`src/rtl/dmem_pkg.sv`:
```
// Shared encodings for the data-memory arbiter: requester ownership,
// arbitration FSM states and memory read/write direction constants.
package dmem_pkg;

  typedef enum logic {
    OWN_PIPE = 1'b0,
    OWN_DMA  = 1'b1
  } owner_e;

  typedef enum logic {
    PIPE_PRIO = 1'b0,
    DMA_PRIO  = 1'b1
  } arb_state_e;

  localparam logic RW_READ  = 1'b0;
  localparam logic RW_WRITE = 1'b1;

endpackage

```
`src/rtl/dmem_rtag_pipe.sv`:
```
// Two-stage read-tag shift register. Each issued read pushes {valid, owner}
// so that the matching data beat two cycles later is steered to its owner.
module dmem_rtag_pipe
  import dmem_pkg::*;
(
  input  logic   clk,
  input  logic   reset,
  input  logic   in_valid,
  input  owner_e in_owner,
  output logic   out_valid,
  output owner_e out_owner
);

  logic   s1_valid;
  owner_e s1_owner;

  // Shift tags one stage per cycle; reset drops all in-flight reads.
  always_ff @(posedge clk) begin
    if (reset) begin
      s1_valid  <= 1'b0;
      s1_owner  <= OWN_PIPE;
      out_valid <= 1'b0;
      out_owner <= OWN_PIPE;
    end else begin
      s1_valid  <= in_valid;
      s1_owner  <= in_owner;
      out_valid <= s1_valid;
      out_owner <= s1_owner;
    end
  end

endmodule

```
`src/rtl/dmem_arbiter.sv`:
```
// Single-port data memory arbiter between the pipeline (normal priority)
// and a DMA/loader port. A starvation counter forces bounded DMA bursts.
//
// Handshake: a requester holds its request (pipe_en / dma_req) and its
// command fields stable until accepted. Acceptance is combinational in the
// same cycle: the pipeline is accepted when pipe_en=1 and pipe_stall=0, the
// DMA port when dma_gnt=1; the command is registered at that rising edge.
module dmem_arbiter
  import dmem_pkg::*;
#(
  parameter int AW           = 8,
  parameter int DW           = 8,
  parameter int STARVE_LIMIT = 8,
  parameter int MAX_BURST    = 4
) (
  input  logic          clk,
  input  logic          reset,
  input  logic          pipe_en,
  input  logic          pipe_rw,
  input  logic [AW-1:0] pipe_addr,
  input  logic [DW-1:0] pipe_wdata,
  output logic          pipe_stall,
  output logic [DW-1:0] pipe_rdata,
  output logic          pipe_rvalid,
  input  logic          dma_req,
  input  logic          dma_rw,
  input  logic [AW-1:0] dma_addr,
  input  logic [DW-1:0] dma_wdata,
  output logic          dma_gnt,
  output logic [DW-1:0] dma_rdata,
  output logic          dma_rvalid,
  output logic          mem_en,
  output logic          mem_rw,
  output logic [AW-1:0] mem_addr,
  output logic [DW-1:0] mem_wdata,
  input  logic [DW-1:0] mem_rdata,
  output arb_state_e    dbg_state
);

  localparam int WCW = $clog2(STARVE_LIMIT + 1);
  localparam int BCW = $clog2(MAX_BURST + 1);

  arb_state_e     state, next_state;
  logic [WCW-1:0] wait_cnt, wait_nxt;
  logic [BCW-1:0] burst_cnt, burst_nxt;
  logic           pipe_granted, dma_granted;
  logic           rd_issue;
  owner_e         rd_owner;
  logic           tag_valid;
  owner_e         tag_owner;

  // Arbitration state and starvation/burst counters.
  always_ff @(posedge clk) begin
    if (reset) begin
      state     <= PIPE_PRIO;
      wait_cnt  <= '0;
      burst_cnt <= '0;
    end else begin
      state     <= next_state;
      wait_cnt  <= wait_nxt;
      burst_cnt <= burst_nxt;
    end
  end

  // Grant decision, next state and counter updates; nothing is granted in reset.
  always_comb begin
    next_state   = state;
    pipe_granted = 1'b0;
    dma_granted  = 1'b0;
    burst_nxt    = burst_cnt;
    wait_nxt     = wait_cnt;
    if (!reset) begin
      case (state)
        PIPE_PRIO: begin
          if (dma_req && (wait_cnt == WCW'(STARVE_LIMIT))) begin
            dma_granted = 1'b1;
            // A one-grant burst is already complete, so stay put.
            if (MAX_BURST > 1) begin
              next_state = DMA_PRIO;
              burst_nxt  = BCW'(1);
            end
          end else if (pipe_en) begin
            pipe_granted = 1'b1;
          end else if (dma_req) begin
            dma_granted = 1'b1;
          end
        end
        DMA_PRIO: begin
          if (dma_req) begin
            dma_granted = 1'b1;
            burst_nxt   = burst_cnt + BCW'(1);
            if (burst_cnt + BCW'(1) == BCW'(MAX_BURST)) begin
              next_state = PIPE_PRIO;
              burst_nxt  = '0;
            end
          end else begin
            // DMA went away: hand the slot straight back to the pipeline.
            next_state   = PIPE_PRIO;
            burst_nxt    = '0;
            pipe_granted = pipe_en;
          end
        end
        default: next_state = PIPE_PRIO;
      endcase
      if (!dma_req || dma_granted) begin
        wait_nxt = '0;
      end else if (wait_cnt != WCW'(STARVE_LIMIT)) begin
        wait_nxt = wait_cnt + WCW'(1);
      end
    end
  end

  assign pipe_stall = pipe_en & ~pipe_granted;
  assign dma_gnt    = dma_req & dma_granted;
  assign dbg_state  = state;

  // Register the winning command; address/data hold when idle.
  always_ff @(posedge clk) begin
    if (reset) begin
      mem_en    <= 1'b0;
      mem_rw    <= 1'b0;
      mem_addr  <= '0;
      mem_wdata <= '0;
    end else if (pipe_granted) begin
      mem_en    <= 1'b1;
      mem_rw    <= pipe_rw;
      mem_addr  <= pipe_addr;
      mem_wdata <= pipe_wdata;
    end else if (dma_granted) begin
      mem_en    <= 1'b1;
      mem_rw    <= dma_rw;
      mem_addr  <= dma_addr;
      mem_wdata <= dma_wdata;
    end else begin
      mem_en <= 1'b0;
      mem_rw <= 1'b0;
    end
  end

  assign rd_issue = (pipe_granted && (pipe_rw == RW_READ)) ||
                    (dma_granted  && (dma_rw  == RW_READ));
  assign rd_owner = dma_granted ? OWN_DMA : OWN_PIPE;

  dmem_rtag_pipe u_rtag (
    .clk       (clk),
    .reset     (reset),
    .in_valid  (rd_issue),
    .in_owner  (rd_owner),
    .out_valid (tag_valid),
    .out_owner (tag_owner)
  );

  assign pipe_rdata  = mem_rdata;
  assign dma_rdata   = mem_rdata;
  assign pipe_rvalid = tag_valid && (tag_owner == OWN_PIPE);
  assign dma_rvalid  = tag_valid && (tag_owner == OWN_DMA);

endmodule

```
`config.mk`:
```
export PLATFORM = sky130hd
export DESIGN_NAME = dmem_arbiter
export DESIGN_NICKNAME = d
export VERILOG_FILES = /design/src/rtl/dmem_pkg.sv /design/src/rtl/dmem_rtag_pipe.sv /design/src/rtl/dmem_arbiter.sv
export SDC_FILE = /design/constraint.sdc
export NUM_CORES = 1
export LEC_CHECK = 0
export CORE_UTILIZATION = 39
export CTS_BUF_LIST = sky130_fd_sc_hd__clkbuf_4 sky130_fd_sc_hd__clkbuf_8 sky130_fd_sc_hd__clkbuf_16
export DETAILED_ROUTE_END_ITERATION = 10
export MAX_ROUTING_LAYER = met4
export PLACE_DENSITY = 0.81
export SKIP_LAST_GASP = 1
export SYNTH_ARGS = -nofsm -noshare
export SYNTH_HDL_FRONTEND = slang
export SYNTH_HIERARCHICAL = 1
export SYNTH_SLANG_ARGS = --single-unit
export TNS_END_PERCENT = 50
```
`constraint.sdc`:
```
create_clock -name clk -period 2.2 [get_ports clk]
set_input_delay 0.66 -clock clk [delete_from_list [all_inputs] [get_ports clk]]
set_output_delay 0.66 -clock clk [all_outputs]
set_load 0.02 [all_outputs]
```
==> impl_metrics.sql <==
INSERT INTO impl_metrics (metric_group, metric, value, unit) VALUES
('placed_design', 'gp_congestion', '0.762', ''),
('yosys', 'yosys-top-cells-area', 'sky130_fd_sc_hd__dfxtp_1 (38%), sky130_fd_sc_hd__mux2i_1 (10%), sky130_fd_sc_hd__o221a_1 (8.7%)', ''),
('finish', 'fill_cells', '339', ''),
('outcome', 'outcome', 'finished clean', ''),
('yosys', 'synthesized_area_per_cell', '10.0', 'µm²'),
('timing', 'max_clock_freq', '0.465', 'GHz'),
('critical_path', 'critPathMaxStageDelay', '460', 'ps'),
('route', 'vias_per_cell', '4.97', ''),
('yosys', 'syn_area', '1560', 'µm²'),
('route', 'via_count', '1308', ''),
('global_route', 'grt_start_max_net_pins', '25', ''),
('finish', 'drive_gt1_share', '17.2', '%'),
('finish', 'postLayoutCoreUtil', '60.7', '%'),
('yosys', 'synth.largest_area_cell', 'sky130_fd_sc_hd__dfxtp_1', ''),
('timing', 'drv_slew', '0', ''),
('finish', 'antenna_cells', '0', ''),
('job', 'drv_cap', '0', ''),
('timing', 'unrepaired_setup_endpoints_after_global_routing', 'no', ''),
('placed_design', 'numPlacedInstances', '255', ''),
('finish', 'finish.instance_area', '2270', 'µm²'),
('clock_tree', 'clkSinkCount', '30', ''),
('clock_tree', 'hold_buf_cts', '0', ''),
('clock_tree', 'htreeDepth', '2', ''),
('global_route', 'grt_util_all_layers', '18.0', '%'),
('power_and_ir_drop', 'intPower', '1060', 'µW'),
('power_and_ir_drop', 'comb_power_share', '19.4', '%'),
('route', 'detailedRoute.firstPassIterationCount', '4', ''),
('critical_path', 'crit_fanout', '3', ''),
('critical_path', 'worst_ep_required_time', '1540', 'ps'),
('critical_path', 'cpLargestDelayFamily', 'buffers and inverters', ''),
('yosys', 'ys_seq_elements', '30', ''),
('global_route', 'via_count_of_the_first_global_routing_pass', '1271', ''),
('clock_tree', 'numCtsBuffers', '5', ''),
('power_and_ir_drop', 'switching_share', '24.0', '%'),
('critical_path', 'critical_path.endpoint_type', 'output pin', ''),
('clock_tree', 'root_driver', 'sky130_fd_sc_hd__clkbuf_8', ''),
('placed_design', 'pre_cts_ws', '-751', 'ps'),
('power_and_ir_drop', 'power_frac_seq', '41.9', '%'),
('timing', 'worst_slack', '49.9', 'ps'),
('die', 'placement_rows', '22', ''),
('global_route', 'grt_antenna_before_repair', '0', ''),
('clock_tree', 'cts_tree', 'done', ''),
('finish', 'finalNetCount', '265', ''),
('critical_path', 'worst_path_buf_inv', '2', ''),
('power_and_ir_drop', 'leakage', '0.000920', 'µW'),
('yosys', 'netlist.area_leader.share', '38.5', '%'),
('timing', 'final-hold-violation-count', '0', ''),
('route', 'wl_met2', '1.70', 'mm'),
('yosys', 'synth_cells', '156', ''),
('finish', 'instances_no_fill', '263', ''),
('critical_path', 'crit_chain', 'clkdlybuf4s50_1 -> a31oi_1 -> buf_2', ''),
('timing', 'min_period', '2150', 'ps'),
('critical_path', 'critical_path_class', 'input port to output pin', ''),
('yosys', 'synthesis.nets', '207', ''),
('route', 'wire_per_inst', '13.4', 'µm'),
('timing', 'max_slew_margin', '78.0', '%'),
('die', 'design.die.area', '4260', 'µm²'),
('timing', 'period_share', '97.7', '%'),
('critical_path', 'critPathLaunchType', 'input port', ''),
('clock_tree', 'clock_insertion_delay_worst_skew', '280', 'ps'),
('power_and_ir_drop', 'power-per-cell-area', '614', 'nW/µm²'),
('die', 'floorplan.core_area', '3740', 'µm²'),
('route', 'wl_met1', '1.56', 'mm'),
('timing', 'report.final.setup_viol', '0', ''),
('global_route', 'grt_first_pass_wirelength', '5.68', 'mm'),
('route', 'drt_drc_violations_left', '0', ''),
('clock_tree', 'worst_setup_hold_path_clk_slew', '60', 'ps'),
('yosys', 'seq_area_frac_synth', '38.5', '%'),
('finish', 'layout-area-overhead-vs-synth', '45.5', '%'),
('placed_design', 'dpl-instance-area', '2170', 'µm²'),
('power_and_ir_drop', 'switchingPower', '334', 'µW');
[synthesized netlist by cell type]
cell,n
sky130_fd_sc_hd__inv_2,1
sky130_fd_sc_hd__nand3_1,5
sky130_fd_sc_hd__inv_1,9
sky130_fd_sc_hd__a21oi_1,20
sky130_fd_sc_hd__a31oi_1,2
sky130_fd_sc_hd__buf_4,16
sky130_fd_sc_hd__nand2_1,2
sky130_fd_sc_hd__xnor2_1,1
sky130_fd_sc_hd__a21o_1,1
sky130_fd_sc_hd__ha_1,5
sky130_fd_sc_hd__nand3b_1,1
sky130_fd_sc_hd__o221a_2,4
sky130_fd_sc_hd__clkbuf_1,3
sky130_fd_sc_hd__nand4_1,1
sky130_fd_sc_hd__mux2i_1,16
sky130_fd_sc_hd__dfxtp_1,30
sky130_fd_sc_hd__and2_4,1
sky130_fd_sc_hd__nand4b_4,1
sky130_fd_sc_hd__nor2_1,7
sky130_fd_sc_hd__and2_1,1
sky130_fd_sc_hd__buf_6,4
sky130_fd_sc_hd__o2bb2ai_1,2
sky130_fd_sc_hd__mux2_2,1
sky130_fd_sc_hd__buf_2,1
sky130_fd_sc_hd__nor2b_1,5
sky130_fd_sc_hd__nand4b_1,1
sky130_fd_sc_hd__xor2_1,1
sky130_fd_sc_hd__nand2b_1,1
sky130_fd_sc_hd__o221a_1,12
sky130_fd_sc_hd__or4b_4,1
[worst reg2reg max path, cell delays in order, from the launching register on]
cell                       delay (ps)
sky130_fd_sc_hd__dfxtp_1          320
sky130_fd_sc_hd__inv_1             40
sky130_fd_sc_hd__ha_1             240
sky130_fd_sc_hd__nand4b_4         110
sky130_fd_sc_hd__buf_4            140
sky130_fd_sc_hd__nand3_1          120
sky130_fd_sc_hd__buf_12           170
sky130_fd_sc_hd__o221a_2          240
[power by group through the flow]
stage / sequential [µW] / combinational (µW) / clock [µW]
2_1_floorplan: 627 / 131 / 0
3_3_place_gp: 595 / 268 / 0
3_5_place_dp: 596 / 272 / 0
4_1_cts: 584 / 272 / 552
5_1_grt: 587 / 290 / 579
6_report: 584 / 270 / 541
[sequential cells by signal (all words and copies together), names as in the netlist]
name / flops
mem_addr: 8
mem_wdata: 8
wait_cnt: 4
burst_cnt: 3
dbg_state: 1
mem_en: 1
mem_rw: 1
u_rtag/out_owner: 1
u_rtag/out_valid: 1
u_rtag/s1_owner: 1
u_rtag/s1_valid: 1
[layout make-up]
cell class | instances | area (µm²) | share of cell area [%]
well taps | 48 | 60.1 | 2.64
flip-flops and latches | 30 | 601 | 26.4
inverters | 10 | 37.5 | 1.65
clock buffers | 5 | 68.8 | 3.03
clock inverters | 3 | 40.0 | 1.76
multi-input cells | 92 | 752 | 33.1
repair buffers | 75 | 712 | 31.3
[cells in the final DEF, fill, tap and decap left out]
cell type / netlist / final
sky130_fd_sc_hd__clkdlybuf4s50_1: 0 / 56
sky130_fd_sc_hd__dfxtp_1: 30 / 30
sky130_fd_sc_hd__a21oi_1: 20 / 19
sky130_fd_sc_hd__mux2i_1: 16 / 16
sky130_fd_sc_hd__buf_4: 16 / 15
sky130_fd_sc_hd__o221a_1: 12 / 12
sky130_fd_sc_hd__inv_1: 9 / 9
sky130_fd_sc_hd__nor2_1: 7 / 7
sky130_fd_sc_hd__nor2b_1: 5 / 5
sky130_fd_sc_hd__nand3_1: 5 / 5
sky130_fd_sc_hd__ha_1: 5 / 5
sky130_fd_sc_hd__clkbuf_8: 0 / 5
sky130_fd_sc_hd__o221a_2: 4 / 4
sky130_fd_sc_hd__a31oi_1: 2 / 2
sky130_fd_sc_hd__nand2_1: 2 / 2
sky130_fd_sc_hd__o2bb2ai_1: 2 / 2
sky130_fd_sc_hd__clkinv_2: 0 / 2
sky130_fd_sc_hd__nand3b_1: 1 / 1
sky130_fd_sc_hd__nand2b_4: 0 / 1
sky130_fd_sc_hd__nand4b_4: 1 / 1
sky130_fd_sc_hd__nand4_1: 1 / 1
sky130_fd_sc_hd__and2_1: 1 / 1
sky130_fd_sc_hd__and2_4: 1 / 1
sky130_fd_sc_hd__inv_2: 1 / 1
sky130_fd_sc_hd__a21oi_2: 0 / 1
sky130_fd_sc_hd__or4b_4: 1 / 1
sky130_fd_sc_hd__nand4b_1: 1 / 1
sky130_fd_sc_hd__a21o_1: 1 / 1
sky130_fd_sc_hd__xnor2_1: 1 / 1
sky130_fd_sc_hd__mux2_2: 1 / 1
sky130_fd_sc_hd__xor2_1: 1 / 1
sky130_fd_sc_hd__bufinv_16: 0 / 1
sky130_fd_sc_hd__dlygate4sd2_1: 0 / 1
sky130_fd_sc_hd__clkbuf_2: 0 / 1
sky130_fd_sc_hd__buf_2: 1 / 1
sky130_fd_sc_hd__buf_12: 0 / 1
[stage by stage]
| step | TNS, ps | power (µW) |
|---|---|---|
| after CTS | -43.1 | 1410 |
| after global placement | -1260 | 864 |
| final | 0 | 1390 |
| after global routing | 0 | 1460 |
| after detailed placement | -1320 | 868 |
| after floorplan | 0 | 757 |
[cells by family (layout without fill, tap and decap cells)]
family	Yosys count	in the layout	synth area share [%]
compound gates	41	41	20.4
xor+xnor	2	2	1.12
fa+ha+maj	5	5	4.01
buf+inv	34	93	14.0
flops	30	30	38.5
mux	17	17	11.0
simple gates	27	27	11.0
[layer usage]
| metal | up-vias | GRT usage [%] |
|---|---|---|
| li1 | 664 | - |
| met1 | 602 | 20.7 |
| met2 | 38 | 30.4 |
| met3 | 4 | 3.82 |
| met4 | 0 | 7.34 |
| met5 | - | - |
[final timing paths]
check | cells past startpoint | slack, ps | from | endpoint
setup reg to reg | 7 | 710 | wait_cnt[0]$_SDFFE_PP0P_ | mem_addr[5]$_SDFFE_PP0P_
setup / recovery | 3 | 50 | pipe_en | dma_gnt
hold / removal | 1 | 440 | u_rtag/s1_valid$_SDFF_PP0_ | u_rtag/out_valid$_SDFF_PP0_
hold reg to reg | 1 | 440 | u_rtag/s1_valid$_SDFF_PP0_ | u_rtag/out_valid$_SDFF_PP0_
[repair_timing]
item                                    4_1_cts  5_1_grt
hold endpoints to repair                      0        0
buffers inserted                              0        0
endpoints found under the setup margin        2        1
gates resized for setup                      13        2
Note: power is estimated with default switching activity, not from simulation.
